--- config.mk ---
export PLATFORM = sky130hd
export DESIGN_NAME = apb_master_mc
export DESIGN_NICKNAME = d
export VERILOG_FILES = /design/src/rtl/apb_mc_pkg.sv /design/src/rtl/apb_slave_decode.sv /design/src/rtl/apb_master_mc.sv
export SDC_FILE = /design/constraint.sdc
export NUM_CORES = 1
export LEC_CHECK = 0
export CAP_MARGIN = 20
export CORE_UTILIZATION = 38
export DETAILED_ROUTE_END_ITERATION = 8
export PLACE_DENSITY_LB_ADDON = 0.3
export SLEW_MARGIN = 15
export SYNTH_ARGS = -nofsm -noshare
export SYNTH_HDL_FRONTEND = slang
export SYNTH_HIERARCHICAL = 1
export SYNTH_SLANG_ARGS = --single-unit
--- constraint.sdc ---
create_clock -name pclk -period 2.6 [get_ports pclk]
set_clock_uncertainty 0.05 [all_clocks]
set_input_delay 0.78 -clock pclk [delete_from_list [all_inputs] [get_ports pclk]]
set_output_delay 0.78 -clock pclk [all_outputs]
set_load 0.05 [all_outputs]
--- src/rtl/apb_mc_pkg.sv ---
`default_nettype none
// ============================================================================
// Module      : apb_mc_pkg
// Description : Shared types and helpers for the multi-slave APB4 master.
// Revision    : 1.0 - initial release
// ============================================================================
package apb_mc_pkg;

    // Transfer phase of the master
    typedef enum logic [1:0] {
        ST_IDLE   = 2'd0,
        ST_SETUP  = 2'd1,
        ST_ACCESS = 2'd2
    } state_t;

    // Bits needed to index n items; never less than one bit
    function automatic int f_sel_w(input int n);
        return (n <= 1) ? 1 : $clog2(n);
    endfunction

endpackage
`default_nettype wire

--- src/rtl/apb_slave_decode.sv ---
`default_nettype none
// ============================================================================
// Module      : apb_slave_decode
// Description : Address-to-slave decode (index, decode error) for incoming
//               requests, one-hot select and return-path mux for the slave
//               latched by the current transfer.
// Revision    : 1.0 - initial release
// ============================================================================
module apb_slave_decode
    import apb_mc_pkg::*;
#(
    parameter int ADDR_W     = 16,
    parameter int DATA_W     = 32,
    parameter int NUM_SLAVES = 4,
    parameter int SLV_SHIFT  = 12
) (
    input  logic [ADDR_W-1:0]            i_addr,
    input  logic [f_sel_w(NUM_SLAVES)-1:0] i_sel_idx,
    input  logic [NUM_SLAVES*DATA_W-1:0] i_prdata,
    input  logic [NUM_SLAVES-1:0]        i_pready,
    input  logic [NUM_SLAVES-1:0]        i_pslverr,
    output logic [f_sel_w(NUM_SLAVES)-1:0] o_idx,
    output logic                         o_dec_err,
    output logic [NUM_SLAVES-1:0]        o_psel,
    output logic [DATA_W-1:0]            o_prdata,
    output logic                         o_pready,
    output logic                         o_pslverr
);

    localparam int                c_sel_w   = f_sel_w(NUM_SLAVES);
    localparam logic [ADDR_W-1:0] c_num_slv = ADDR_W'(NUM_SLAVES);

    logic [ADDR_W-1:0] w_full_idx;

    // Full-width index so out-of-range addresses are detected, not aliased
    assign w_full_idx = i_addr >> SLV_SHIFT;
    assign o_dec_err  = (w_full_idx >= c_num_slv);
    assign o_idx      = w_full_idx[c_sel_w-1:0];

    for (genvar g = 0; g < NUM_SLAVES; g++) begin : g_psel
        assign o_psel[g] = (i_sel_idx == c_sel_w'(g));
    end

    // Return path: only the addressed slave is observed
    always_comb begin
        o_prdata  = '0;
        o_pready  = 1'b0;
        o_pslverr = 1'b0;
        for (int i = 0; i < NUM_SLAVES; i++) begin
            if (i_sel_idx == c_sel_w'(i)) begin
                o_prdata  = i_prdata[i*DATA_W +: DATA_W];
                o_pready  = i_pready[i];
                o_pslverr = i_pslverr[i];
            end
        end
    end

endmodule
`default_nettype wire

--- src/rtl/apb_master_mc.sv ---
`default_nettype none
// ============================================================================
// Module      : apb_master_mc
// Description : Multi-slave APB4 master. Single valid/ready request port,
//               address-decoded slave select, wait states, byte strobes,
//               error reporting and an ACCESS-phase wait timeout.
// Revision    : 1.0 - initial release
// ============================================================================
module apb_master_mc
    import apb_mc_pkg::*;
#(
    parameter int ADDR_W      = 16,
    parameter int DATA_W      = 32,
    parameter int NUM_SLAVES  = 4,
    parameter int SLV_SHIFT   = 12,
    parameter int TIMEOUT_CYC = 16
) (
    input  logic                         pclk,
    input  logic                         presetn,
    input  logic                         req_valid,
    output logic                         req_ready,
    input  logic                         req_write,
    input  logic [ADDR_W-1:0]            req_addr,
    input  logic [DATA_W-1:0]            req_wdata,
    input  logic [DATA_W/8-1:0]          req_strb,
    output logic                         rsp_valid,
    output logic [DATA_W-1:0]            rsp_rdata,
    output logic                         rsp_err,
    output logic                         rsp_timeout,
    output logic [NUM_SLAVES-1:0]        psel,
    output logic                         penable,
    output logic                         pwrite,
    output logic [ADDR_W-1:0]            paddr,
    output logic [DATA_W-1:0]            pwdata,
    output logic [DATA_W/8-1:0]          pstrb,
    input  logic [NUM_SLAVES*DATA_W-1:0] prdata,
    input  logic [NUM_SLAVES-1:0]        pready,
    input  logic [NUM_SLAVES-1:0]        pslverr
);

    localparam int                 c_strb_w  = DATA_W / 8;
    localparam int                 c_sel_w   = f_sel_w(NUM_SLAVES);
    localparam int                 c_cnt_w   = f_sel_w(TIMEOUT_CYC + 1);
    localparam bit                 c_to_en   = (TIMEOUT_CYC != 0);
    localparam logic [c_cnt_w-1:0] c_to_last = c_cnt_w'((TIMEOUT_CYC > 0) ? TIMEOUT_CYC - 1 : 0);

    state_t               r_state;
    state_t               w_next;
    logic [ADDR_W-1:0]    r_addr;
    logic                 r_write;
    logic [DATA_W-1:0]    r_wdata;
    logic [c_strb_w-1:0]  r_strb;
    logic [c_sel_w-1:0]   r_idx;
    logic [c_cnt_w-1:0]   r_wait_cnt;
    logic                 r_dec_pend;
    logic                 r_rsp_valid;
    logic [DATA_W-1:0]    r_rsp_rdata;
    logic                 r_rsp_err;
    logic                 r_rsp_timeout;

    logic [c_sel_w-1:0]    w_req_idx;
    logic                  w_dec_err;
    logic [NUM_SLAVES-1:0] w_psel_1h;
    logic [DATA_W-1:0]     w_prdata;
    logic                  w_pready;
    logic                  w_pslverr;
    logic                  w_req_ready;
    logic                  w_accept;
    logic                  w_complete;
    logic                  w_abort;
    logic                  w_idle_dec;

    apb_slave_decode #(
        .ADDR_W     (ADDR_W),
        .DATA_W     (DATA_W),
        .NUM_SLAVES (NUM_SLAVES),
        .SLV_SHIFT  (SLV_SHIFT)
    ) u_decode (
        .i_addr    (req_addr),
        .i_sel_idx (r_idx),
        .i_prdata  (prdata),
        .i_pready  (pready),
        .i_pslverr (pslverr),
        .o_idx     (w_req_idx),
        .o_dec_err (w_dec_err),
        .o_psel    (w_psel_1h),
        .o_prdata  (w_prdata),
        .o_pready  (w_pready),
        .o_pslverr (w_pslverr)
    );

    // Phase sequencing; a decode error accepted at the end of a transfer is
    // parked for one IDLE cycle (ready low) so its response does not collide
    // with the completing transfer's response.
    always_comb begin
        w_next      = r_state;
        w_req_ready = 1'b0;
        w_complete  = 1'b0;
        w_abort     = 1'b0;
        case (r_state)
            ST_IDLE: begin
                w_req_ready = !r_dec_pend;
                if (req_valid && !r_dec_pend && !w_dec_err) begin
                    w_next = ST_SETUP;
                end
            end
            ST_SETUP: begin
                w_next = ST_ACCESS;
            end
            ST_ACCESS: begin
                if (w_pready) begin
                    w_complete  = 1'b1;
                    w_req_ready = 1'b1;
                    w_next      = (req_valid && !w_dec_err) ? ST_SETUP : ST_IDLE;
                end else if (c_to_en && (r_wait_cnt == c_to_last)) begin
                    w_abort = 1'b1;
                    w_next  = ST_IDLE;
                end
            end
            default: begin
                w_next = ST_IDLE;
            end
        endcase
    end

    assign w_accept   = req_valid && w_req_ready;
    assign w_idle_dec = (r_state == ST_IDLE) && w_accept && w_dec_err;

    // State register
    always_ff @(posedge pclk or negedge presetn) begin
        if (!presetn) begin
            r_state <= ST_IDLE;
        end else begin
            r_state <= w_next;
        end
    end

    // Request latch; bus lines only move for requests that reach the bus
    always_ff @(posedge pclk or negedge presetn) begin
        if (!presetn) begin
            r_addr  <= '0;
            r_write <= 1'b0;
            r_wdata <= '0;
            r_strb  <= '0;
            r_idx   <= '0;
        end else if (w_accept && !w_dec_err) begin
            r_addr  <= req_addr;
            r_write <= req_write;
            r_wdata <= req_wdata;
            r_strb  <= req_write ? req_strb : '0;
            r_idx   <= w_req_idx;
        end
    end

    // Wait-state counter: cleared entering ACCESS, counts pready-low cycles
    always_ff @(posedge pclk or negedge presetn) begin
        if (!presetn) begin
            r_wait_cnt <= '0;
        end else if (r_state == ST_SETUP) begin
            r_wait_cnt <= '0;
        end else if ((r_state == ST_ACCESS) && !w_pready) begin
            r_wait_cnt <= r_wait_cnt + 1'b1;
        end
    end

    // Deferred decode error from a back-to-back accept
    always_ff @(posedge pclk or negedge presetn) begin
        if (!presetn) begin
            r_dec_pend <= 1'b0;
        end else begin
            r_dec_pend <= (r_state == ST_ACCESS) && w_accept && w_dec_err;
        end
    end

    // Registered one-cycle response
    always_ff @(posedge pclk or negedge presetn) begin
        if (!presetn) begin
            r_rsp_valid   <= 1'b0;
            r_rsp_rdata   <= '0;
            r_rsp_err     <= 1'b0;
            r_rsp_timeout <= 1'b0;
        end else begin
            r_rsp_valid   <= w_complete || w_abort || r_dec_pend || w_idle_dec;
            r_rsp_err     <= (w_complete && w_pslverr) || w_abort || r_dec_pend || w_idle_dec;
            r_rsp_timeout <= w_abort;
            r_rsp_rdata   <= (w_complete && !r_write && !w_pslverr) ? w_prdata : '0;
        end
    end

    assign req_ready   = w_req_ready;
    assign psel        = (r_state == ST_IDLE) ? '0 : w_psel_1h;
    assign penable     = (r_state == ST_ACCESS);
    assign pwrite      = r_write;
    assign paddr       = r_addr;
    assign pwdata      = r_wdata;
    assign pstrb       = r_strb;
    assign rsp_valid   = r_rsp_valid;
    assign rsp_rdata   = r_rsp_rdata;
    assign rsp_err     = r_rsp_err;
    assign rsp_timeout = r_rsp_timeout;

endmodule
`default_nettype wire

==> Implementation_results.wiki <==
{| class="wikitable"
! Metric !! Value
|-
| Run status || complete, but fails checks
|-
| Failing checks || negative setup slack
|-
| Min setup slack post-route || -0.0490 ns
|-
| Yosys cell types || 31
|-
| Clock power frac || 20.8%
|-
| Setup TNS || -0.0490 ns
|-
| Clock insertion delay at the later pin of the skew report || 0.34 ns
|-
| Sequential element share of the synthesized area || 51.8%
|-
| Netlist area before placement || 0.00473 mm2
|-
| Setup repair after global routing missed its margin || yes
|-
| Horizontal die dimension || 114 um
|-
| Most crowded layer after global routing || met2
|-
| Final hold violations || 0
|-
| Antenna-violating nets left || 0
|-
| Final Net Count || 799
|-
| Vias in the first global route || just over 4000
|-
| Internal cell power || 4070 uW
|-
| Kind of start point of the critical path || input port
|-
| Number of inserted diodes || 0
|-
| Clock tree from TritonCTS || done
|-
| Largest buffer count on any clock path || 2
|-
| Vias per std cell || 4.78
|-
| Filler instances || 850
|-
| Fin crit share || 102%
|-
| Top fanout value on the critical path || 2
|-
| Reported max-cap violation count || 0
|-
| Number of levels in the clock H-tree || 3
|-
| Max Clk Rate || approximately 380 MHz
|-
| Gate count of the mapped netlist || 308
|-
| Yosys warning total || 6
|-
| Via count of the routed design || 3717
|-
| Remaining max-slew budget at the tightest pin || 60.3%
|-
| Number of rows in the core area || 40
|-
| TritonCTS Buffers || 9
|-
| Synthesized Nets || 502
|-
| Number of remaining DRC errors || 0
|-
| Total I/O pin count || 286
|-
| Global routing met1 resource utilization || 23.8%
|-
| Slowest stage delay, CP || 0.47 ns
|-
| Worst Setup Path Type || input port to output port
|-
| Core Footprint || 0.0121 mm2
|-
| Worst hold path class || input port to async pin
|-
| Post-synth top area share || 51.8%
|-
| Share of power burned in registers || 31.6%
|-
| Worst Max-Slew Pin Slew || 0.596 ns
|-
| Switching pwr || around 2400 uW
|-
| GR Util met3 || 6.75%
|-
| Leftover overflow at the end of global routing || 0
|-
| Root Buffer || sky130_fd_sc_hd__clkbuf_16
|-
| Cells taking the most area after synthesis || sky130_fd_sc_hd__dfrtp_1 (52%), sky130_fd_sc_hd__mux4_2 (16%), sky130_fd_sc_hd__mux2_4 (11%)
|-
| Cell type with the largest total area after synthesis || sky130_fd_sc_hd__dfrtp_1
|-
| Total number of clock tree sinks || 98
|-
| Kind of end point of the critical path || output port
|-
| P&R area growth vs syn || 73.6%
|-
| Starting density of the core || 39.2%
|-
| Die Y-Extent || 114 um
|-
| Clock slew at the register clock pins of the worst setup and hold paths || roughly 0.07 ns
|-
| Synth Register Bits || 98
|-
| Post-layout minimum cycle time || 2.65 ns
|-
| Cell leakage power || 0.00359 uW
|-
| Power per cell area || 786 mW/mm2
|-
| Global Route met2 Usage || 40.2%
|-
| Layout cells sized above 1 || between 20% and 30%
|-
| Number of optimization iterations in the first detailed-route pass || 4
|-
| WL final || 13500 um
|-
| Half-perimeter wire length after placement || 10900 um
|-
| Slowest cell on crit path || sky130_fd_sc_hd__mux4_2
|-
| Initial antenna violation count || 0
|-
| Syn avg cell area || 15.4 um2
|-
| Hold WS || between 0.3 and 0.4 ns
|-
| GRT Util Overall || around 22%
|-
| Net switching share of the total power || 37.0%
|-
| Required time of the critical path || between 1.5 and 2 ns
|-
| Count of port buffers added during placement || ~290
|-
| Wire length of the first global-routing pass || between 20000 and 25000 um
|-
| Routed wirelength normalized by instance count || between 15 and 20 um
|-
| Peak supply drop || 0.000363 V
|-
| Comb power frac || between 40% and 50%
|-
| Data arrival time of the worst path || 1.82 ns
|-
| Drt initial violations || 150
|-
| Hold buffer count at cts || 0
|-
| Final number of max-transition violations || 0
|-
| Pin count of the biggest net entering global routing || 42
|-
| Global placer's final weighted congestion || 0.786
|-
| Count of endpoints failing setup in the final report || 1
|-
| Ordered cell list for the critical path || buf_6 -> mux4_2 -> nand2b_4 -> and3_4 -> buf_12
|-
| Number of cell instances on the worst register-to-register path || 7
|-
| Area of the die || 0.0129 mm2
|}
==> cells in the mapped netlist, drive strengths merged <==
cell type,n
nand2,8
mux4,34
nand4,1
or2,1
a32o,1
or3,2
a21oi,1
nor4b,1
a22o,3
mux2,51
inv,8
ha,2
and2,34
o21ai,3
nor3,2
clkbuf,6
nand2b,6
buf,16
dfrtp,98
mux2i,5
nand4b,1
nor2,7
nor2b,7
and3,2
nand3b,1
a21o,4
nand3,3
==> critical path, delay by kind of cell <==
family / cells / cell delay (ns)
simple gates: 2 / 0.35
buf+inv: 2 / 0.23
mux: 1 / 0.47
==> flip-flops by register name, summed over array words and instances (netlist names) <==
name / cells
rsp_err: 1
rsp_valid: 1
r_state: 2
r_wait_cnt: 5
pstrb: 4
pwrite: 1
pwdata: 32
r_idx: 2
rsp_timeout: 1
paddr: 16
r_dec_pend: 1
rsp_rdata: 32
==> cells by family (layout without fill, tap and decap cells) <==
family                     count (synthesis)  after routing  synth area share (%)
AOI/OAI and AO/OA                         12             12                  1.82
adders and majority gates                  2              2                 0.529
buffers and inverters                     30            332                  4.39
DFF                                       98             98                  51.8
muxes                                     90             90                  32.2
and+or+nand+nor                           76             76                  9.26
==> placed cells by master, fill, tap and decap left out, types with 2 or more instances in the layout <==
master and count:
sky130_fd_sc_hd__clkdlybuf4s50_1 274, sky130_fd_sc_hd__dfrtp_1 97, sky130_fd_sc_hd__mux2_4 35, sky130_fd_sc_hd__and2_1 34, sky130_fd_sc_hd__mux4_2 34, sky130_fd_sc_hd__buf_4 21, sky130_fd_sc_hd__mux2_2 16, sky130_fd_sc_hd__clkbuf_16 9
sky130_fd_sc_hd__buf_12 9, sky130_fd_sc_hd__inv_1 8, sky130_fd_sc_hd__nand2_1 8, sky130_fd_sc_hd__nor2_1 7, sky130_fd_sc_hd__nor2b_1 7, sky130_fd_sc_hd__nand2b_1 5, sky130_fd_sc_hd__mux2i_1 5, sky130_fd_sc_hd__a21o_1 4
sky130_fd_sc_hd__buf_6 4, sky130_fd_sc_hd__nand3_1 3, sky130_fd_sc_hd__o21ai_0 3, sky130_fd_sc_hd__a22o_1 3, sky130_fd_sc_hd__clkinvlp_4 3, sky130_fd_sc_hd__or3_1 2, sky130_fd_sc_hd__ha_1 2
==> power by group through the flow <==
| stage | registers, uW | logic (uW) | clock network (uW) |
|---|---|---|---|
| 6_report | 2040 | 3070 | 1350 |
| 5_1_grt | 2070 | 3230 | 1450 |
| 4_1_cts | 2040 | 3090 | 1380 |
| 3_5_place_dp | 2070 | 3070 | 0 |
| 3_3_place_gp | 2060 | 3010 | 0 |
| 2_1_floorplan | 2980 | 1070 | 0 |
==> stage by stage <==
step                cells  utilization (%)  area, um2  total power, uW  setup WS [ns]
floorplan             308                -       4740             4050         0.0142
global placement      760             65.3       7880             5070         -0.386
detailed placement    760             65.3       7880             5130         -0.413
CTS                   777             68.0       8200             6510        -0.0530
global route          778             68.1       8210             6750        -0.0691
finish                778             68.1       8210             6450        -0.0490
==> routing by layer <==
layer	part of all wire (%)	vias to the layer above	routed length (um)
li1	-	1701	-
met5	0	-	0
met4	2.0	0	274
met3	9.2	18	1250
met2	53	184	7170
met1	36	1814	4830
==> area by class of cell <==
cell class	instances	area [um2]	area share [%]
Timing Repair Buffer	308	3130	38.1
Sequential cell	98	2450	29.9
Multi-Input combinational cell	180	2090	25.4
Clock buffer	11	243	2.96
Tap cell	168	210	2.56
Clock inverter	5	61.3	0.747
Inverter	8	30.0	0.366
==> final timing paths <==
| check | startpoint | endpoint | slack [ns] |
|---|---|---|---|
| min in group pclk | pwdata[29] | pwdata[29] | 0.46 |
| max in group asynchronous | presetn | pwdata[16] | 1.53 |
| worst max-delay path | pready[3] | req_ready | -0.05 |
| worst min-delay path | presetn | pwdata[18] | 0.31 |
| worst max register to register | r_idx[0] | pwdata[19] | 0.44 |
| worst min register to register | pwdata[29] | pwdata[29] | 0.46 |
==> repair_timing <==
item / CTS / global route
buffers inserted: 1 / 1
endpoints found under the setup margin: 29 / 1
gates resized for setup: 17 / 0
pin swaps: 0 / 0
No activity file was read; power rests on OpenSTA's default activity.
